<file path="config.mk">
export PLATFORM = sky130hd
export DESIGN_NAME = rc4_key_search
export DESIGN_NICKNAME = d
export VERILOG_FILES = /design/src/rtl/rc4_pkg.sv /design/src/rtl/rc4_char_check.sv /design/src/rtl/rc4_key_search.sv
export SDC_FILE = /design/constraint.sdc
export NUM_CORES = 1
export LEC_CHECK = 0
export CAP_MARGIN = 25
export CORE_ASPECT_RATIO = 1.5
export CORE_MARGIN = 2
export CORE_UTILIZATION = 56
export CTS_CLUSTER_DIAMETER = 30
export DETAILED_ROUTE_END_ITERATION = 10
export GPL_TIMING_DRIVEN = 0
export PLACE_DENSITY = 0.82
export SYNTH_ARGS = -nofsm -noshare
export SYNTH_HDL_FRONTEND = slang
export SYNTH_SLANG_ARGS = --single-unit
</file>
<file path="constraint.sdc">
create_clock -name clock -period 4.71 [get_ports clock]
set_input_delay 0.471 -clock clock [delete_from_list [all_inputs] [get_ports clock]]
set_output_delay 0.471 -clock clock [all_outputs]
set_load 0.01 [all_outputs]
</file>
<file path="src/rtl/rc4_pkg.sv">
// Shared types and constants for the RC4 key-search block: FSM states,
// printable-character bounds and the S-box size.
package rc4_pkg;

    localparam logic [7:0] CHAR_LO    = 8'h61;
    localparam logic [7:0] CHAR_HI    = 8'h7A;
    localparam logic [7:0] CHAR_SPACE = 8'h20;
    localparam int         SBOX_SIZE  = 256;

    typedef enum logic [2:0] {
        IDLE,
        INIT,
        KSA,
        PRGA,
        CHECK,
        NEXT_KEY,
        DONE
    } rc4_state_e;

endpackage

</file>
<file path="src/rtl/rc4_char_check.sv">
// Combinational plaintext classifier: a byte is acceptable if it is a
// lower-case letter or a space.
module rc4_char_check
    import rc4_pkg::*;
(
    input  logic [7:0] byte_in,
    output logic       valid
);

    assign valid = ((byte_in >= CHAR_LO) && (byte_in <= CHAR_HI)) ||
                   (byte_in == CHAR_SPACE);

endmodule

</file>
<file path="src/rtl/rc4_key_search.sv">
// Brute-force RC4 key search over [key_first, key_last] using an external
// S-box RAM, ciphertext ROM and plaintext RAM. Optional macro: RC4_EARLY_ABORT_EN.
module rc4_key_search
    import rc4_pkg::*;
#(
    parameter int  KEY_BITS   = 24,
    parameter int  MSG_LEN    = 32,
    parameter int  KEY_STRIDE = 1,
    localparam int AW         = (MSG_LEN > 1) ? $clog2(MSG_LEN) : 1
) (
    input  logic                clock,
    input  logic                reset_n,
    input  logic                start,
    input  logic [KEY_BITS-1:0] key_first,
    input  logic [KEY_BITS-1:0] key_last,
    output logic                busy,
    output logic                found,
    output logic                not_found,
    output logic [KEY_BITS-1:0] display_key,
    output logic [7:0]          s_address,
    output logic [7:0]          s_data,
    output logic                s_wren,
    input  logic [7:0]          s_q,
    output logic [AW-1:0]       rom_address,
    input  logic [7:0]          rom_q,
    output logic [AW-1:0]       decrypt_address,
    output logic [7:0]          decrypt_data,
    output logic                decrypt_wren,
    input  logic [7:0]          decrypt_q
);

    localparam int KEY_BYTES = KEY_BITS / 8;
    localparam int KW1       = KEY_BITS + 1;

    rc4_state_e          state_q, state_d;
    logic [3:0]          phase_q, phase_d;
    logic [7:0]          i_q, i_d;
    logic [7:0]          j_q, j_d;
    logic [8:0]          k_q, k_d;
    logic [2:0]          kidx_q, kidx_d;
    logic [7:0]          si_q, si_d;
    logic [7:0]          sj_q, sj_d;
    logic [7:0]          rom_byte_q, rom_byte_d;
    logic [KEY_BITS-1:0] key_q, key_d;
    logic [KEY_BITS-1:0] key_last_q, key_last_d;
    logic                busy_q, busy_d;
    logic                found_q, found_d;
    logic                not_found_q, not_found_d;
    logic [7:0]          s_address_q, s_address_d;
    logic [7:0]          s_data_q, s_data_d;
    logic                s_wren_q, s_wren_d;
    logic [AW-1:0]       rom_address_q, rom_address_d;
    logic [AW-1:0]       decrypt_address_q, decrypt_address_d;
    logic [7:0]          decrypt_data_q, decrypt_data_d;
    logic                decrypt_wren_q, decrypt_wren_d;

    logic [7:0]   key_byte;
    logic [7:0]   i_inc;
    logic [7:0]   j_ksa;
    logic [7:0]   j_prga;
    logic [7:0]   sum_idx;
    logic [7:0]   decrypted;
    logic [7:0]   check_byte;
    logic         byte_valid;
    logic [KW1-1:0] key_next;
    logic         key_over;
    logic         last_byte;

    // Key byte 0 is the most significant byte of the key under test.
    always_comb begin
        key_byte = '0;
        for (int b = 0; b < KEY_BYTES; b++) begin
            if (kidx_q == 3'(b)) begin
                key_byte = key_q[KEY_BITS-1-8*b -: 8];
            end
        end
    end

    assign i_inc      = i_q + 8'd1;
    assign j_ksa      = j_q + s_q + key_byte;
    assign j_prga     = j_q + s_q;
    assign sum_idx    = si_q + sj_q;
    assign decrypted  = s_q ^ rom_byte_q;
    assign check_byte = (state_q == CHECK) ? decrypt_q : decrypted;
    assign last_byte  = (k_q == 9'(MSG_LEN - 1));

    // Extra top bit catches overflow so the search never wraps to zero.
    assign key_next = {1'b0, key_q} + KW1'(KEY_STRIDE);
    assign key_over = key_next[KEY_BITS] || (key_next[KEY_BITS-1:0] > key_last_q);

    rc4_char_check u_char_check (
        .byte_in (check_byte),
        .valid   (byte_valid)
    );

    always_comb begin
        state_d           = state_q;
        phase_d           = phase_q;
        i_d               = i_q;
        j_d               = j_q;
        k_d               = k_q;
        kidx_d            = kidx_q;
        si_d              = si_q;
        sj_d              = sj_q;
        rom_byte_d        = rom_byte_q;
        key_d             = key_q;
        key_last_d        = key_last_q;
        busy_d            = busy_q;
        found_d           = found_q;
        not_found_d       = not_found_q;
        s_address_d       = s_address_q;
        s_data_d          = s_data_q;
        s_wren_d          = 1'b0;
        rom_address_d     = rom_address_q;
        decrypt_address_d = decrypt_address_q;
        decrypt_data_d    = decrypt_data_q;
        decrypt_wren_d    = 1'b0;

        case (state_q)
            IDLE, DONE: begin
                if (start) begin
                    key_d       = key_first;
                    key_last_d  = key_last;
                    found_d     = 1'b0;
                    not_found_d = 1'b0;
                    busy_d      = 1'b1;
                    i_d         = '0;
                    j_d         = '0;
                    k_d         = '0;
                    kidx_d      = '0;
                    phase_d     = '0;
                    state_d     = INIT;
                end
            end

            INIT: begin
                s_address_d = i_q;
                s_data_d    = i_q;
                s_wren_d    = 1'b1;
                i_d         = i_inc;
                if (i_q == 8'(SBOX_SIZE - 1)) begin
                    j_d     = '0;
                    kidx_d  = '0;
                    phase_d = '0;
                    state_d = KSA;
                end
            end

            // Each step: read s[i], read s[j], write both halves of the swap.
            KSA: begin
                phase_d = phase_q + 4'd1;
                case (phase_q)
                    4'd0: s_address_d = i_q;
                    4'd2: begin
                        si_d        = s_q;
                        j_d         = j_ksa;
                        s_address_d = j_ksa;
                    end
                    4'd4: begin
                        s_address_d = i_q;
                        s_data_d    = s_q;
                        s_wren_d    = 1'b1;
                    end
                    4'd5: begin
                        s_address_d = j_q;
                        s_data_d    = si_q;
                        s_wren_d    = 1'b1;
                        i_d         = i_inc;
                        kidx_d      = (kidx_q == 3'(KEY_BYTES - 1)) ? 3'd0 : kidx_q + 3'd1;
                        phase_d     = '0;
                        if (i_q == 8'(SBOX_SIZE - 1)) begin
                            i_d     = '0;
                            j_d     = '0;
                            k_d     = '0;
                            state_d = PRGA;
                        end
                    end
                    default: ;
                endcase
            end

            PRGA: begin
                phase_d = phase_q + 4'd1;
                case (phase_q)
                    4'd0: begin
                        i_d           = i_inc;
                        s_address_d   = i_inc;
                        rom_address_d = k_q[AW-1:0];
                    end
                    4'd2: begin
                        si_d        = s_q;
                        j_d         = j_prga;
                        s_address_d = j_prga;
                        rom_byte_d  = rom_q;
                    end
                    4'd4: begin
                        sj_d        = s_q;
                        s_address_d = i_q;
                        s_data_d    = s_q;
                        s_wren_d    = 1'b1;
                    end
                    4'd5: begin
                        s_address_d = j_q;
                        s_data_d    = si_q;
                        s_wren_d    = 1'b1;
                    end
                    4'd6: s_address_d = sum_idx;
                    4'd8: begin
                        decrypt_address_d = k_q[AW-1:0];
                        decrypt_data_d    = decrypted;
                        decrypt_wren_d    = 1'b1;
                        k_d               = k_q + 9'd1;
                        phase_d           = '0;
`ifdef RC4_EARLY_ABORT_EN
                        if (!byte_valid) begin
                            state_d = NEXT_KEY;
                        end else if (last_byte) begin
                            k_d     = '0;
                            state_d = CHECK;
                        end
`else
                        if (last_byte) begin
                            k_d     = '0;
                            state_d = CHECK;
                        end
`endif
                    end
                    default: ;
                endcase
            end

            CHECK: begin
                phase_d = phase_q + 4'd1;
                case (phase_q)
                    4'd0: decrypt_address_d = k_q[AW-1:0];
                    4'd2: begin
                        phase_d = '0;
                        k_d     = k_q + 9'd1;
                        if (!byte_valid) begin
                            state_d = NEXT_KEY;
                        end else if (last_byte) begin
                            found_d = 1'b1;
                            busy_d  = 1'b0;
                            state_d = DONE;
                        end
                    end
                    default: ;
                endcase
            end

            NEXT_KEY: begin
                if (key_over) begin
                    not_found_d = 1'b1;
                    busy_d      = 1'b0;
                    state_d     = DONE;
                end else begin
                    key_d   = key_next[KEY_BITS-1:0];
                    i_d     = '0;
                    j_d     = '0;
                    k_d     = '0;
                    kidx_d  = '0;
                    phase_d = '0;
                    state_d = INIT;
                end
            end

            default: state_d = IDLE;
        endcase
    end

    always_ff @(posedge clock or negedge reset_n) begin
        if (!reset_n) begin
            state_q           <= IDLE;
            phase_q           <= '0;
            i_q               <= '0;
            j_q               <= '0;
            k_q               <= '0;
            kidx_q            <= '0;
            si_q              <= '0;
            sj_q              <= '0;
            rom_byte_q        <= '0;
            key_q             <= '0;
            key_last_q        <= '0;
            busy_q            <= 1'b0;
            found_q           <= 1'b0;
            not_found_q       <= 1'b0;
            s_address_q       <= '0;
            s_data_q          <= '0;
            s_wren_q          <= 1'b0;
            rom_address_q     <= '0;
            decrypt_address_q <= '0;
            decrypt_data_q    <= '0;
            decrypt_wren_q    <= 1'b0;
        end else begin
            state_q           <= state_d;
            phase_q           <= phase_d;
            i_q               <= i_d;
            j_q               <= j_d;
            k_q               <= k_d;
            kidx_q            <= kidx_d;
            si_q              <= si_d;
            sj_q              <= sj_d;
            rom_byte_q        <= rom_byte_d;
            key_q             <= key_d;
            key_last_q        <= key_last_d;
            busy_q            <= busy_d;
            found_q           <= found_d;
            not_found_q       <= not_found_d;
            s_address_q       <= s_address_d;
            s_data_q          <= s_data_d;
            s_wren_q          <= s_wren_d;
            rom_address_q     <= rom_address_d;
            decrypt_address_q <= decrypt_address_d;
            decrypt_data_q    <= decrypt_data_d;
            decrypt_wren_q    <= decrypt_wren_d;
        end
    end

    assign busy            = busy_q;
    assign found           = found_q;
    assign not_found       = not_found_q;
    assign display_key     = key_q;
    assign s_address       = s_address_q;
    assign s_data          = s_data_q;
    assign s_wren          = s_wren_q;
    assign rom_address     = rom_address_q;
    assign decrypt_address = decrypt_address_q;
    assign decrypt_data    = decrypt_data_q;
    assign decrypt_wren    = decrypt_wren_q;

endmodule

</file>
# Yosys cells after proc, flatten, opt, wreduce, memory -nomap -nowiden

Index checks and enable logic that the tools add are counted.

Memories kept: 0
Latch bits: 0
Output and inout bits: 63
ROM bits: 0
Register bits after elaboration: 146
Memory bits (writable): 0

Bitwise logic cells: 1
Multiplexer cells: 74
Eq/ne operators: 35
$lt $le $gt $ge: 3
Reduce and logical (&&, ||, !) cells: 39
Add/subtract/negate cells: 8
Shift-type cells: 0
Multiply operators: 0
Div/mod/pow operators: 0

Operators by type and width:

| kind                                                | count |
|---|---|
| one-hot mux 8 bit (5 select lines)                  | 3 |
| 2-to-1 mux 8 bit                                    | 11 |
| 2-to-1 mux 9 bit                                    | 7 |
| 2-to-1 mux 24 bit                                   | 2 |
| one-hot mux 24 bit (2 select lines)                 | 1 |
| one-hot mux 8 bit (2 select lines)                  | 3 |
| one-hot mux 8 bit (3 select lines)                  | 2 |
| 2-to-1 mux 3 bit                                    | 15 |
| one-hot mux 9 bit (5 select lines)                  | 1 |
| adder 24 x 1 -> 25 bit, second input constant       | 1 |
| adder 8 bit                                         | 3 |
| > comparator 24 bit                                 | 1 |
| 2-to-1 mux 4 bit                                    | 6 |
| != test 2 bit, second input constant                | 12 |
| one-hot mux 4 bit (6 select lines)                  | 1 |
| AND reduction 5 bit                                 | 4 |
| one-hot mux 3 bit (6 select lines)                  | 1 |
| AND reduction 2 bit                                 | 7 |
| 2-to-1 mux 1 bit                                    | 13 |
| equality test 4 x 3 -> 1 bit, second input constant | 3 |
| one-hot mux 3 bit (4 select lines)                  | 1 |
| AND reduction 3 bit                                 | 4 |
| 2-to-1 mux 5 bit                                    | 2 |
| one-hot mux 5 bit (2 select lines)                  | 1 |
| 36 further kinds                                    | 55 |

# Depth between registers and ports, before layout

Gate-level depths: netlist of run 1.

Depth after elaboration: 8
Mapped depth: 17
Gate-level depth less buffers: 16

# Hierarchy

A second synthesis of run 1 with hierarchy kept.

Cells, all modules: 1116
Area, all modules: 9833.2 um2

Modules (own cells, without submodules):

| module         | sequential area each (um2) | area an instance (um2) | times used | cells each |
|---|---|---|---|---|
| rc4_key_search | 3653.5                     | 9769.4                 | 1          | 1106 |
| rc4_char_check | 0.0                        | 63.8                   | 1          | 10 |

# Worst setup path after synthesis of run 1

OpenSTA, ideal clock, no wires.

Path type: register -> register
Start point: reg key_q[3] (netlist: display_key[3])
End point: reg i_q[5]
Period minus slack after synthesis: 3.801 ns
Data required time: 4.600 ns
Path buffers: 2
Arrival time: 3.691 ns
Setup slack: 0.909 ns
Stages on the path, launching flop included: 17
Cells stage by stage: dfrtp_1 buf_2 nand4_1 or3_1 nor3_1 and3_1 xor2_1 ha_1 nand4_1 nor3_1 a221oi_1 o21ai_0 o211ai_1 nand3_1 or2_1 clkbuf_1 o41ai_1

Longest elaborated chain between the ends: 5

Ends and longest elaborated chain:

| what                              | RTL line              | source |
|---|---|---|
| start, declared                   | rc4_key_search.sv:44  | `logic [KEY_BITS-1:0] key_q, key_d;` |
| start signal, assigned            | rc4_key_search.sv:304 | `key_q <= key_d;` |
| adder 24 x 1 -> 25 bit (*)        | rc4_key_search.sv:88  | `assign key_next = {1'b0, key_q} + KW1'(KEY_STRIDE);` |
| > comparator 24 bit               | rc4_key_search.sv:89  | `assign key_over = key_next[KEY_BITS] \|\| (key_next[KEY_BITS-1:0] > key_last_q);` |
| logical OR 1 bit (*)              | rc4_key_search.sv:89  |  |
| != test 2 bit (no line) (*)       | n/a                   |  |
| AND reduction 5 bit (no line) (*) | n/a                   |  |
| end signal, assigned              | rc4_key_search.sv:297 | `i_q <= i_d;` |
| end, declared                     | rc4_key_search.sv:37  | `logic [7:0] i_q, i_d;` |

Mark *: on every way between the ends. The rest lies on a longest branch, timed or not.
A chain may end at the register's enable or synchronous reset.

# Final worst setup path of run 1

Start point: reg key_q[2] (netlist: display_key[2])
End point: reg j_q[2]

Longest elaborated chain between the ends: 5
Elaborated cells on any way between the ends: 9
Classes of those cells: add/sub: 2; order compare: 1; eq/ne: 1; mux: 3; reduce/logical: 2

Ends and longest elaborated chain:

| what                          | RTL line              | source |
|---|---|---|
| adder 24 x 1 -> 25 bit        | rc4_key_search.sv:88  |  |
| > comparator 24 bit           | rc4_key_search.sv:89  |  |
| logical OR 1 bit              | rc4_key_search.sv:89  |  |
| != test 2 bit (no line)       | n/a                   |  |
| AND reduction 5 bit (no line) | n/a                   |  |
| end signal, assigned          | rc4_key_search.sv:298 | `j_q <= j_d;` |
| end, declared                 | rc4_key_search.sv:38  | `logic [7:0] j_q, j_d;` |

Several ways; a longest one is shown, not always the timed one.

==> impl_results.md, run 1 <==
* Commonest cells after routing, fill and taps aside: 146 x dfrtp_1, 139 x nand2_1, 136 x clkdlybuf4s50_1, 108 x o21ai_0, 88 x nor2_1
* Antenna Cells at 0
* Multi-input gate area at around 5500 um2
* Hold WS at -0.00291 ns
* Final setup vio count at 0
* Comb power frac at approximately 55%
* Total congestion overflow at 0
* Worst-Margin Slew at ~1.1 ns
* Layout net count at approximately 1400
* Cts bufs inserted at 17
* CTS tree: done
* Routability congestion estimate at between 0.9 and 1
* CTS clk-pin slew, worst paths at approximately 0.07 ns
* Core ar. at between 15000 and 20000 um2
* Number of fill cells at about 1300
* Pre-CTS setup slack at -0.0989 ns
* Status: complete, but fails checks
* Violated checks: negative hold slack
* Pin count of the biggest net entering global routing at 88
* Post-synthesis cell type count at 77
* PortBufs at around 140
* I/O pin total at 138
* Reg2reg setup slack at approximately 0.2 ns
* Fmax at between 0.2 and 0.25 GHz
* First-pass GRT wire length at 45700 um
* Async SR Flop Fraction at 100%
* Post-synth top flop: dfrtp_1
* Total Routed Length at roughly 28000 um
* Max Cap Violations at 0
* Net Sw Frac at around 45%
* Syn_nets at about 1200
* FP Rows at between 50 and 60
* Htree depth at 4
* Max IR drop VDD at between 0.3 and 0.4 mV
* #FFs+latches synth at 146
* Fin worst setup slack at approximately 0.20 ns
* Post-detail-place hpwl at roughly 21000 um
* Startpoint types: flip-flop
* Antenna violations before repair at 0
* P&R area growth vs syn at 24.3%
* Root Driver: clkbuf_16
* Seq/Total Area, Yosys at approximately 38%
* Die height at approximately 160 um
* EDFF count, synth at 0
* FF-to-FF Start: display_key[2]$_DFFE_PN0P_
* Die area at roughly 18000 um2
* Final ANT Viol Nets at 0
* Initial DRC Count at 695
* Reg2reg end: j_q[2]$_DFFE_PN0P_
* CTS sink cnt at between 100 and 150
* DRC errors left at 0
* Design Power at between 8 and 9 mW
* Crit path max fanout at 7
* Max_slew headroom at between 20% and 30%
* Commonest non-fill, non-tap cell in the layout: dfrtp_1
* Hold Vio Cnt, Final at 1
* Power Density at 677 nW/um2
* Worst EP arrival at just under 5 ns
* Vias in the first global route at around 9000
* Vias after detailed routing at 9060
* Total GRT Usage at a little under a third
* Critical path required time at about 5.0 ns
* Register Area at roughly 3700 um2
* Cell Int Power at about 4.5 mW
* Slew Viols, Final at 0
* WL/cell at 19.1 um
* Cells after synthesis at ~1100
* DR vias/cell at 6.11
* Mapped Area at just under 10000 um2
* Clock share of power at between 15 and 20%
* Tmin final at around 4.5 ns
* Power share of the sequential group at 26.6%
* Clk_skew at roughly 0.0093 ns
* P_sw at 3.64 mW
* Die width at between 100 and 150 um
* DR pass1 iterations at 6
* Syn Area/Cell at 8.77 um2
* Skew-Pair Late Insertion Delay at about 0.44 ns
* Initial Utilization at about 57%
* Hold Path Class: input port to asynchronous set/reset pin
* P_leak at between 5 and 6 nW
* FF-to-FF path depth at 14
* Max Buffers Root-to-Sink at 2
* Final Cycle Share at a little over nine tenths
* Worst setup path class: flip-flop to flip-flop
* Critical Path Sink Type: flip-flop
* Share of cells above drive strength 1 at about 8.4%
* Synth warn at 0
==> stage by stage <==
stage                     hold slack, ns  setup TNS, ns  area (um2)  utilization, %  cells
final                           -0.00291              0       12000            71.1   1482
after global routing              0.0477        -0.0482       12000            71.1   1482
after CTS                         0.0283              0       11900            70.8   1478
after detailed placement           0.469         -0.127       11300            67.1   1446
after global placement             0.460        -390.73       11300            66.9   1445
after floorplan                    0.175              0        9630               -   1098
==> synthesized netlist by cell type (29+ instances only) <==
cell	number	area, um2
clkbuf_1	43	161
nor2_1	88	330
inv_1	50	188
o21ai_0	109	546
mux2i_1	30	300
mux2_2	37	417
a21oi_1	76	380
dfrtp_1	146	3650
nand2_1	139	522
xnor2_1	29	254
ha_1	52	651
nand3_1	33	165
==> worst max-delay path by stage <==
| stage | startpoint | to | slack (ns) | cells past startpoint |
|---|---|---|---|---|
| 3_3_place_gp | reset_n | key_last_q[17]$_DFFE_PN0P_ | -2.69 | 1 |
| 2_1_floorplan | display_key[3]$_DFFE_PN0P_ | i_q[5]$_DFFE_PN0P_ | 0.91 | 16 |
| 4_1_cts | display_key[0]$_DFFE_PN0P_ | i_q[5]$_DFFE_PN0P_ | 0.05 | 16 |
| 3_5_place_dp | s_q[0] | s_address[5]$_DFFE_PN0P_ | -0.1 | 16 |
| 5_1_grt | display_key[3]$_DFFE_PN0P_ | i_q[5]$_DFFE_PN0P_ | -0.03 | 17 |
| 6_report | display_key[2]$_DFFE_PN0P_ | j_q[2]$_DFFE_PN0P_ | 0.20 | 14 |
==> cell type report <==
| class | instances | area share [%] |
|---|---|---|
| multi-input cells | 840 | 46.4 |
| flip-flops and latches | 146 | 30.5 |
| repair buffers | 142 | 11.9 |
| clock inverters | 13 | 1.44 |
| plain buffers | 60 | 2.12 |
| inverters | 52 | 1.63 |
| clock buffers | 19 | 3.78 |
| well taps | 210 | 2.20 |
==> worst max-delay path, cell delays in order, from the launching register on <==
cell	delay [ns]
dfrtp_1	0.56
nand3_1	0.29
or3_1	0.46
nor3_4	0.22
nand2_1	0.11
xnor2_1	0.32
ha_1	0.33
nand4_1	0.18
nor3_1	0.14
a221oi_1	0.34
o21ai_2	0.15
o211a_1	0.35
a21oi_2	0.31
nand3_1	0.32
a22o_1	0.32
==> flip-flops by register name, indices dropped and copies added (netlist names), 3 cells and up <==
| name | count |
|---|---|
| state_q | 3 |
| k_q | 9 |
| si_q | 8 |
| j_q | 8 |
| rom_address | 5 |
| kidx_q | 3 |
| i_q | 8 |
| s_address | 8 |
| display_key | 24 |
| decrypt_address | 5 |
| sj_q | 8 |
| phase_q | 4 |
| s_data | 8 |
| decrypt_data | 8 |
| rom_byte_q | 8 |
| key_last_q | 24 |
==> metal layers <==
metal	wire length, um	up-vias	global-route usage [%]
met3	1740	113	4.84
met2	14500	420	57.1
met4	1570	0	18.0
met5	0	-	0
met1	10400	4287	35.0
li1	-	4240	-
==> repair_timing <==
item,CTS,global route
resized for setup,1,4
endpoints found under the setup margin,4,42
buffers inserted,0,4
pin swaps,0,2
hold buffers,0,0
hold endpoints to repair,0,0
==> power groups by stage <==
stage	logic (mW)	clock network, mW	registers (mW)
2_1_floorplan	2.95	0	2.12
3_3_place_gp	4.27	0	2.14
3_5_place_dp	4.39	0	2.16
4_1_cts	4.43	1.46	2.14
5_1_grt	4.98	1.52	2.21
6_report	4.49	1.46	2.16
==> logic make-up after synthesis <==
logic type | after synthesis | synth area share [%]
buffers and inverters | 112 | 4.66
and+or+nand+nor | 361 | 17.8
AOI/OAI and AO/OA | 303 | 19.9
xor gates and xnor gates | 54 | 4.91
DFF | 146 | 37.9
adders and majority gates | 55 | 7.38
muxes | 67 | 7.44
Power figures use the tool's default switching activity.
==> run 2, diff against run 1 <==
Settings changed: ABC_AREA set to 1, CORE_ASPECT_RATIO 1.5 to 0.75, PLACE_DENSITY 0.82 to 0.91.
==> impl_results.md, run 2 <==
* Seq/Total Area, Yosys at 35.6% (-2.4 points)
* Mapped Area at 10300 um2 (+6.7%)
* Initial DRC Count at 1252 (+80%)
* Critical Path Sink Type: flip-flop
* Pre-CTS setup slack at 0.598 ns (+0.697 ns)
* Area share of the largest cell type after synthesis at 35.6% (-2.4 points)
* Total GRT Usage at 36.0% (+4.6 points)
* Async SR Flop Fraction at 100% (unchanged)
* Max Buffers Root-to-Sink at 2 (unchanged)
* Crit path max fanout at 10 (+3)
* Post-synth top flop: dfrtp_1
* Cts bufs inserted at 17 (unchanged)
* Layout Cells excl Fill at 1891 (+28%)
* CTS sink cnt at 146 (unchanged)
* DRC errors left at 0 (unchanged)
* #FFs+latches synth at 146 (unchanged)
* Skew-Pair Late Insertion Delay at 0.44 ns (about the same)
* Share of cells above drive strength 1 at 6.43% (-2.0 points)
* Simple-gate area share of the yosys netlist at 32.4% (+15 points)
* Die width at 160 um (+44%)
* Commonest cells after routing, fill and taps aside: 501 x nand2_1, 175 x inv_1, 146 x dfrtp_1, 136 x clkdlybuf4s50_1, 101 x o21ai_0
* DR vias/cell at 5.69 (-7.0%)
* RSZ-0062 raised after global routing: no
* Root Driver: clkbuf_16
* CTS tree: done
* Clk_skew at 0.0124 ns (+0.00314 ns)
* Worst EP arrival at 4.75 ns (-0.09 ns)
* Final setup vio count at 0 (unchanged)
* Hold WS at 0.0107 ns (+0.0136 ns)
* Commonest non-fill, non-tap cell in the layout: nand2_1
* Die area at 19500 um2 (+6.4%)
* Worst setup path class: flip-flop to flip-flop
* Total Routed Length at 34000 um (+20%)
* DR pass1 iterations at 5 (-1)
* Layout net count at 1766 (+27%)
* Compound-Gate Fraction of Synth Area at 12.1% (-7.8 points)
* P&R area growth vs syn at 21.9%
* Htree depth at 4 (unchanged)
* Routability congestion estimate at 1.01 (+5.4%)
* Post-synth top area cell: dfrtp_1
* Cells after synthesis at 1479 (+35%)
* Critical path required time at 5.02 ns (-0.02 ns)
* Antenna Cells at 0 (unchanged)
* Most frequent cells after synthesis: 501 x nand2_1, 175 x inv_1, 146 x dfrtp_1, 101 x o21ai_0, 91 x nor2_1
* First-pass GRT wire length at 54200 um (+19%)
* Postcts setup bufs at 0 (unchanged)
* Design Power at 8.87 mW (+9.4%)
* Area share of fa/ha/maj cells after synthesis at 6.92% (-0.46 points)
* Max Cap Violations at 0 (unchanged)
* Startpoint types: flip-flop
* Tmin final at 4.43 ns (-0.0785 ns)
* Max IR drop VDD at 0.451 mV (+15%)
* Fmax at 0.226 GHz (+1.8%)
* TNS Setup at 0 ns (unchanged)
* P_leak at 6.25 nW (+21%)
* Antenna violations before repair at 0 (unchanged)
* Worst-Margin Slew at 0.801 ns (-0.303 ns)
* Post-synthesis cell type count at 51 (-34%)
* Slew Viols, Final at 0 (unchanged)
* FP Rows at 42 (-28%)
* Main combinational cell family by area after synthesis: simple AND/OR/NAND/NOR gates
* PortBufs at 137 (unchanged)
* Hold Path Class: input port to asynchronous set/reset pin
* Power Density at 708 nW/um2 (+4.5%)
* Hold Vio Cnt, Final at 0 (-1)
* Largest cells by area after synthesis: dfrtp_1 36%, nand2_1 18%, inv_1 6.4%
* Core ar. at 17800 um2 (+5.8%)
* Status: complete, no violations
* I/O pin total at 138 (unchanged)
* Post-detail-place hpwl at 26900 um (+27%)
* Placed instance count at 1859 (+29%)
* Most numerous cell in the Yosys netlist: nand2_1
* Final Cycle Share at 94.2% (-1.7 points)
* Die height at 121 um (-26%)
* Final ANT Viol Nets at 0 (unchanged)
* Pin count of the biggest net entering global routing at 82 (-6.8%)
* Mux contribution to synthesized area at 0.767% (-6.7 points)
* Synth warn at 0 (unchanged)
* WL/cell at 18.0 um (-5.7%)
* EDFF count, synth at 0 (unchanged)
* Max_slew headroom at 46.4% (+22 points)
* Vias after detailed routing at 10800 (+19%)
* Initial Utilization at 57.7% (+0.48 points)
* # hold bufs at CTS at 0 (unchanged)
* XOR/XNOR Fraction of Synth Area at 3.24% (-1.7 points)
* Post_cts resized at 0 (-1)
* Vias in the first global route at 10100 (+10%)
* CTS clk-pin slew, worst paths at 0.07 ns (about the same)
* Fin worst setup slack at 0.276 ns (+0.0785 ns)
* Total congestion overflow at 0 (unchanged)
* Syn_nets at 1609 (+31%)
* Syn Area/Cell at 6.95 um2 (-21%)
run 2: cell count changes after synthesis, sizes merged, moves of 26 or more:
cell,change
nand2,+368
inv,+133
nand3,+58
nand4,+40
mux2,-30
mux2i,-30
clkbuf,-26
run 2: power by group:
| part | switching (mW) | internal (mW) |
|---|---|---|
| logic | 3.40 | 1.94 |
| clock network | 0.606 | 0.686 |
| registers | 0.475 | 1.75 |
| total | 4.48 | 4.38 |
run 2: final cells by class:
cell class | count | area [um2]
clock inverter | 15 | 123
fill | 1521 | 5290
timing repair buffer | 138 | 1400
clock buffer | 17 | 425
tap | 242 | 303
sequential | 146 | 3650
inverter | 187 | 702
buffer | 45 | 229
multi-input combinational | 1101 | 5690
run 2: final timing paths:
check,startpoint,end,slack [ns],cells past startpoint
max,display_key[0]$_DFFE_PN0P_,display_key[11]$_DFFE_PN0P_,0.28,21
min,reset_n,key_last_q[22]$_DFFE_PN0P_,0.01,1
max reg2reg,display_key[0]$_DFFE_PN0P_,display_key[11]$_DFFE_PN0P_,0.28,21
min reg2reg,decrypt_data[1]$_DFFE_PN0P_,decrypt_data[1]$_DFFE_PN0P_,0.48,2
max in group asynchronous,reset_n,si_q[5]$_DFFE_PN0P_,3.86,2
min in group clock,decrypt_data[1]$_DFFE_PN0P_,decrypt_data[1]$_DFFE_PN0P_,0.48,2
run 2: kinds of logic (layout without fill, tap and decap cells):
| kind of cell | count (synthesis) | in the layout |
|---|---|---|
| xor gates and xnor gates | 38 | 38 |
| adders and majority gates | 55 | 55 |
| DFF | 146 | 146 |
| and+or+nand+nor | 780 | 780 |
| buffers and inverters | 232 | 402 |
| muxes | 7 | 7 |
| AOI/OAI and AO/OA | 221 | 221 |
run 2: metal layers:
layer  global-route usage (%)  wire length, um  part of all wire, %  vias up
met5                        0                0                    0        -
met4                     6.81              489                  1.4        0
met3                     12.7             4410                   13       52
met2                     50.4            13700                   40      513
met1                     53.5            15400                   45     5073
li1                         -                -                    -     5116
run 2: metrics by stage:
step / utilization, % / area [um2]
final: 70.3 / 12500
after global routing: 70.3 / 12500
after CTS: 70.3 / 12500
after detailed placement: 67.2 / 12000
after global placement: 67.1 / 11900
after floorplan: - / 10300
run 2: critical path, cell delays in order (launching register included):
cell	delay, ns
dfrtp_1	0.57
nand2_1	0.09
nor2_1	0.37
nand2_1	0.36
nor2_1	0.27
inv_1	0.14
nor3_1	0.15
nand2_1	0.09
and2_1	0.19
ha_1	0.31
nand2_1	0.05
nor2_1	0.19
nand4_1	0.33
nor2_1	0.19
nand2_1	0.06
nand2_1	0.12
nand2_2	0.10
nand2_4	0.15
nand3_2	0.18
buf_4	0.26
nand2_1	0.08
nand2_1	0.06
==> run 3, diff against run 2 <==
Settings changed: SKIP_CTS_REPAIR_TIMING set to 1.
Clock period 4.71 ns to 4.75 ns, I/O delays scaled along.
==> results of run 3 <==
The final DEF is identical to that of run 2. Status: complete, no violations.
Among the figures that moved: setup slack after placement 0.598 ns -> 0.638 ns; setup slack after layout 0.276 ns -> 0.316 ns; hold slack 0.0107 ns -> 0.0147 ns; register-to-register setup slack 0.28 ns -> 0.32 ns; total power 8.87 mW -> 8.79 mW; worst IR drop on VDD 0.451 mV -> 0.447 mV
==> RTL edit 1 (settings of run 1) <==
The parameter `KEY_BITS` goes from 24 to 48.
--- a/src/rtl/rc4_key_search.sv
+++ b/src/rtl/rc4_key_search.sv
@@ -3,7 +3,7 @@
 module rc4_key_search
     import rc4_pkg::*;
 #(
-    parameter int  KEY_BITS   = 24,
+    parameter int  KEY_BITS   = 48,
     parameter int  MSG_LEN    = 32,
     parameter int  KEY_STRIDE = 1,
     localparam int AW         = (MSG_LEN > 1) ? $clog2(MSG_LEN) : 1
Ports: changed (resized display_key, key_first and key_last); port bits go from 138 to 210. No check against the original RTL was run, so the function may have changed too.
==> RTL edit 1 against run 1 <==
  * Sequential power is 19% lower
  * Global-route usage is 3.7 points higher
  * Fmax is 2.7% lower
  * Sequential cell count is 48 higher
  * Largest cell class unchanged
  * The run still ends with negative hold slack left
  * Die area is 33% higher
  * Synthesized area is 34% higher
  * Worst setup slack worse by 0.13 ns
  * Routed wire length is 51% higher
  * Largest power group is now sequential cells
  * Cell count is 36% higher
  * Final area is 37% higher
  * Core utilization is 1.0 points higher
  * Highest routed layer unchanged
  * Clock skew is 0.0064 ns higher
  * Total power is 53% lower
==> RTL edit 1: results (changes against run 1) <==
[synth]
synth_nets = 1673  ; was 1228
ys_seq_area_share_pct = 37.6  ; was 37.9%
async_flop_share_pct = 100  ; unchanged
netlist_top_cells_area = dfrtp_1 (38%), ha_1 (7.5%), nand2_1 (5.1%), o21ai_0 (5.0%), mux2_2 (4.2%)  ; was dfrtp_1 (38%), ha_1 (6.8%), o21ai_0 (5.7%), nand2_1 (5.4%), mux2_2 (4.3%)
syn_avg_cell_area_um2 = 8.77  ; about the same
synth.distinct_cells = 76  ; was 77
yosysWarningCount = 0  ; unchanged
synthTopCellsByCount = dfrtp_1 (194), nand2_1 (175), o21ai_0 (130)  ; was dfrtp_1 (146), nand2_1 (139), o21ai_0 (109)
synthFlopType = dfrtp_1  ; unchanged

[global_route]
grt_max_degree = 111  ; was 88
track_usage_pct = 35.1  ; was 31.4%
first_global_vias = 12500  ; was 9193
grt_pass1_wl_um = 66000  ; was 45700 um
grt_antenna_before_repair = 0  ; unchanged

[sta]
max_slew_margin_pct = 39.5  ; was 24.5%
hold_slack_ns = -0.0198  ; was -0.00291 ns
skew_ns = 0.0157  ; was 0.00931 ns
hold_viol = 3  ; was 1

[critical_path]
timing.rr.start = display_key[3]$_DFFE_PN0P_  ; was display_key[2]$_DFFE_PN0P_
worst-path-max-fanout = 8  ; was 7
crit_path_start_kind = flop  ; unchanged
r2r_cells = 16  ; was 14
cp.arrival_ns = 5.02  ; was 4.84 ns
r2r_slack_ns = 0.07  ; was 0.20 ns
crit_end = i_q[1]$_DFFE_PN0P_  ; was j_q[2]$_DFFE_PN0P_

[finish]
fillers = 1731  ; was 1273
antenna_cells = 0  ; unchanged
nets = 1920  ; was 1389
drive_above_1_share_pct = 11.2  ; was 8.41%

[power]
irDropWorstVdd_v = 0.000265  ; was 0.000393 V
power_leakage_nw = 7.16  ; was 5.15 nW

[clock_network]
htree_levels = 4  ; unchanged
clk_pin_slew_ns = 0.07  ; about the same
clockBufferDepth = 2  ; unchanged
clk_latency_ns = 0.46  ; was 0.44 ns
cts_root_buf = clkbuf_16  ; unchanged

[placement]
port_buffers = 209  ; was 137
gp_congestion = 0.973  ; was 0.957
dp_hpwl_um = 32200  ; was 21200 um

[drt]
initialDrtViolationCount = 1012  ; was 695
vias = 12500  ; was 9060
ant_nets = 0  ; unchanged
wire_per_inst_um = 21.2  ; was 19.1 um
firstDrtPassIters = 5  ; was 6

[min_path]
hold_path_class = input pin to asynchronous set/reset pin  ; unchanged

[outcome]
violations = negative hold slack  ; unchanged
status = complete, but fails checks  ; unchanged

==> RTL edit 1: cell count changes in the layout (fill, tap and decap cells not counted), moves of 12 or more <==
cell / delta
dfrtp_2: +12
o21ai_0: +21
dfrtp_1: +36
xnor2_1: +25
ha_1: +25
clkdlybuf4s50_1: +72
nand2_1: +35
mux2i_1: +14
inv_1: +45
==> RTL edit 1: logic make-up after synthesis <==
group           count (synthesis)  synth area share [%]
simple gates                  477                  18.0
fa+ha+maj                      80                  7.94
flops                         194                  37.6
mux                            92                  7.61
buf+inv                       175                  5.38
xor+xnor                       77                  5.23
compound gates                375                  18.2
==> RTL edit 1: power breakdown <==
part	leakage, nW	switching, mW	total [mW]	internal (mW)
registers	2.26	0.0428	1.75	1.71
logic	4.61	0.242	0.478	0.236
clock network	0.292	0.730	1.58	0.851
==> RTL edit 1: area by class of cell <==
type / count / area (um^2) / share of cell area, %
well taps: 280 / 350 / 2.13
clock buffers: 17 / 425 / 2.59
repair buffers: 232 / 2280 / 13.9
multi-input cells: 1101 / 7610 / 46.3
flip-flops and latches: 194 / 4870 / 29.6
inverters: 96 / 360 / 2.19
plain buffers: 75 / 353 / 2.15
clock inverters: 15 / 194 / 1.18
==> RTL edit 1: worst max-delay path, stage by stage, from the launching register on <==
cell       delay, ns
dfrtp_1         0.50
and4_1          0.31
nor2b_4         0.25
and2_1          0.20
nand2_1         0.13
nor4_2          0.25
xnor2_1         0.29
ha_1            0.34
a21oi_1         0.14
o21ai_1         0.20
a2111oi_4       0.36
a31oi_2         0.26
nor4_4          0.44
buf_4           0.20
o21ai_4         0.08
a31oi_4         0.39
mux2i_1         0.22
==> RTL edit 1: through the flow <==
| stage | setup slack, ns | area, um^2 | instances | power [mW] | hold slack (ns) |
|---|---|---|---|---|---|
| 2_1_floorplan | 0.514 | 12900 | 1470 | 1.98 | 0.175 |
| 3_3_place_gp | -5.01 | 15300 | 1959 | 2.22 | 0.474 |
| 3_5_place_dp | -0.958 | 15400 | 1963 | 2.24 | 0.478 |
| 4_1_cts | 0.0373 | 16200 | 1997 | 3.80 | 0.0309 |
| 5_1_grt | -0.0597 | 16400 | 2010 | 3.94 | 0.0496 |
| 6_report | 0.0714 | 16400 | 2010 | 3.81 | -0.0198 |
==> RTL edit 1: routing by layer <==
layer	global-route usage [%]	vias up	share of wire [%]
li1	-	5716	-
met1	38.4	6066	36
met2	63.1	582	52
met3	5.20	159	5.4
met4	22.2	0	6.8
met5	0	-	0
==> RTL edit 1: what timing repair did <==
action	in CTS	in global routing
pin swaps	8	15
resized for setup	26	50
cloned	0	0
setup buffers	5	13
setup endpoints to repair	88	91
hold buffers	0	0
==> RTL edit 2 (settings of run 1) <==
Made on the original files. Register the input `start` before use, with the module's reset. The logic sees it one clock later. The other inputs are not delayed to match.
--- a/src/rtl/rc4_key_search.sv
+++ b/src/rtl/rc4_key_search.sv
@@ -32,6 +32,16 @@
     localparam int KEY_BYTES = KEY_BITS / 8;
     localparam int KW1       = KEY_BITS + 1;
 
+    logic start_q;
+
+    always_ff @(posedge clock or negedge reset_n) begin
+        if (!reset_n) begin
+            start_q <= '0;
+        end else begin
+            start_q <= start;
+        end
+    end
+
     rc4_state_e          state_q, state_d;
     logic [3:0]          phase_q, phase_d;
     logic [7:0]          i_q, i_d;
@@ -118,7 +128,7 @@
 
         case (state_q)
             IDLE, DONE: begin
-                if (start) begin
+                if (start_q) begin
                     key_d       = key_first;
                     key_last_d  = key_last;
                     found_d     = 1'b0;
Formal check against the unedited RTL: not equivalent (Yosys sat finds a counterexample within 4 cycles, from zero or initial values and one cycle with reset_n low).
==> RTL edit 2 against run 1 <==
  * Final area increased by 1.5%
  * Total power increased by 9.3%
  * Fmax decreased by 1.5%
  * Synthesized area about the same
  * Worst setup slack got worse by 0.068 ns
  * Routed wire length increased by 8.2%
  * Cell count increased by 1.0%
  * Sequential cell count increased by 1
  * Global-route usage increased by 1.8 points
==> RTL edit 2: results (changes against run 1) <==
[synth]
synth_nets = 1233  ; was 1228
netlist_top_cells_area = dfrtp_1 (38%), ha_1 (7.0%), nand2_1 (5.1%), o21ai_0 (5.0%), mux2_2 (4.1%)  ; was dfrtp_1 (38%), ha_1 (6.8%), o21ai_0 (5.7%), nand2_1 (5.4%), mux2_2 (4.3%)
synth_adder_area_share_pct = 7.64  ; was 7.38%
synth_compound_area_share_pct = 18.9  ; was 19.9%
ys_seq_area_share_pct = 38.2  ; was 37.9%
synth.distinct_cells = 75  ; was 77
async_flop_share_pct = 100  ; unchanged
synth_mux_area_share_pct = 7.32  ; was 7.44%
synth_xor_area_share_pct = 4.64  ; was 4.91%
synthTopCellsByCount = dfrtp_1 (147), nand2_1 (130), nor2_1 (100)  ; was dfrtp_1 (146), nand2_1 (139), o21ai_0 (109)

[critical_path]
slowest_delay_ns = 0.62  ; was 0.56 ns
worst-path-max-fanout = 10  ; was 7
crit_slowest_cell = or4_4  ; was dfrtp_1
critical_path_class = flop to flop  ; unchanged
r2r_cells = 15  ; was 14
crit_end = i_q[7]$_DFFE_PN0P_  ; was j_q[2]$_DFFE_PN0P_
startpoint = display_key[16]$_DFFE_PN0P_  ; was display_key[2]$_DFFE_PN0P_
r2r_slack_ns = 0.13  ; was 0.20 ns
cp.arrival_ns = 4.95  ; was 4.84 ns

[placement]
dp_hpwl_um = 22500  ; was 21200 um
gp_congestion = 0.982  ; was 0.957
dpl-instance-area_um2 = 11300  ; about the same

[sta]
skew_ns = 0.00919  ; was 0.00931 ns
tightest_slew_ns = 0.995  ; was 1.10 ns

[clock_network]
cts_root_buf = clkbuf_16  ; unchanged

[global_route]
grt_pass1_wl_um = 47700  ; was 45700 um
first_global_vias = 9242  ; was 9193
track_usage_pct = 33.2  ; was 31.4%

[power]
power_leakage_nw = 5.43  ; was 5.15 nW
swShare_pct = 44.9  ; about the same
irDropWorstVdd_v = 0.000456  ; was 0.000393 V

[finish]
nets = 1406  ; was 1389
drive_above_1_share_pct = 9.40  ; was 8.41%
fillers = 1316  ; was 1273

[drt]
initialDrtViolationCount = 754  ; was 695
vias = 9277  ; was 9060
wirelength_um = 30600  ; was 28200 um

[outcome]
status = complete, no violations  ; was complete, but fails checks

RTL edit 2: cell types whose count changed after synthesis, moves of 6 or more:
| cell | before | now |
|---|---|---|
| a21o_1 | 3 | 12 |
| a21oi_1 | 76 | 60 |
| a22oi_1 | 14 | 8 |
| and3_1 | 8 | 17 |
| clkbuf_1 | 43 | 49 |
| nand2_1 | 139 | 130 |
| nor2_1 | 88 | 100 |
| o211ai_1 | 10 | 3 |
| o21ai_0 | 109 | 97 |
| o21ai_1 | 1 | 12 |
| o31ai_1 | 7 | 17 |
| xor2_1 | 25 | 19 |
RTL edit 2: metal layers:
metal  up-vias  track usage, %  share of wire, %
li1       4272               -                 -
met1      4385            36.2                36
met2       476            58.8                50
met3       144            4.77               5.6
met4         0            24.6               8.1
met5         -               0                 0
RTL edit 2: worst min-delay path by stage:
stage	from	to	slack [ns]	cells after the start
3_5_place_dp	s_address[0]$_DFFE_PN0P_	s_address[0]$_DFFE_PN0P_	0.47	2
6_report	reset_n	key_last_q[3]$_DFFE_PN0P_	0.009	1
2_1_floorplan	reset_n	busy$_DFFE_PN0P_	0.18	0
3_3_place_gp	s_data[7]$_DFFE_PN0P_	s_data[7]$_DFFE_PN0P_	0.46	1
4_1_cts	reset_n	key_last_q[3]$_DFFE_PN0P_	0.05	1
5_1_grt	reset_n	key_last_q[3]$_DFFE_PN0P_	0.05	1
RTL edit 2: layout make-up:
type                       count  area (um^2)  share of cell area, %
clock buffer                  19          443                   3.64
inverter                      52          195                   1.61
buffer                        56          226                   1.86
multi-input combinational    844         5580                   45.9
sequential                   147         3690                   30.3
timing repair buffer         156         1530                   12.6
tap                          210          263                   2.16
clock inverter                13          221                   1.82
RTL edit 2: metrics by stage:
stage | setup slack [ns] | power (mW) | cells
6_report | 0.129 | 8.86 | 1497
3_5_place_dp | -0.392 | 7.04 | 1451
4_1_cts | 0.0403 | 8.63 | 1484
3_3_place_gp | -2.87 | 6.92 | 1448
5_1_grt | 0.00798 | 9.44 | 1497
2_1_floorplan | 0.437 | 5.37 | 1101
RTL edit 2: timing repair:
item	CTS	global route
hold buffers	0	0
pin swaps	2	1
gates cloned	0	0
resized for setup	9	11
buffers inserted	2	14
endpoints found under the setup margin	56	37
RTL edit 2: power groups by stage:
| stage | clock network [mW] | registers (mW) | logic, mW |
|---|---|---|---|
| 2_1_floorplan | 0 | 2.19 | 3.17 |
| 3_3_place_gp | 0 | 2.23 | 4.69 |
| 3_5_place_dp | 0 | 2.25 | 4.79 |
| 4_1_cts | 1.55 | 2.24 | 4.84 |
| 5_1_grt | 1.60 | 2.29 | 5.55 |
| 6_report | 1.55 | 2.24 | 5.07 |
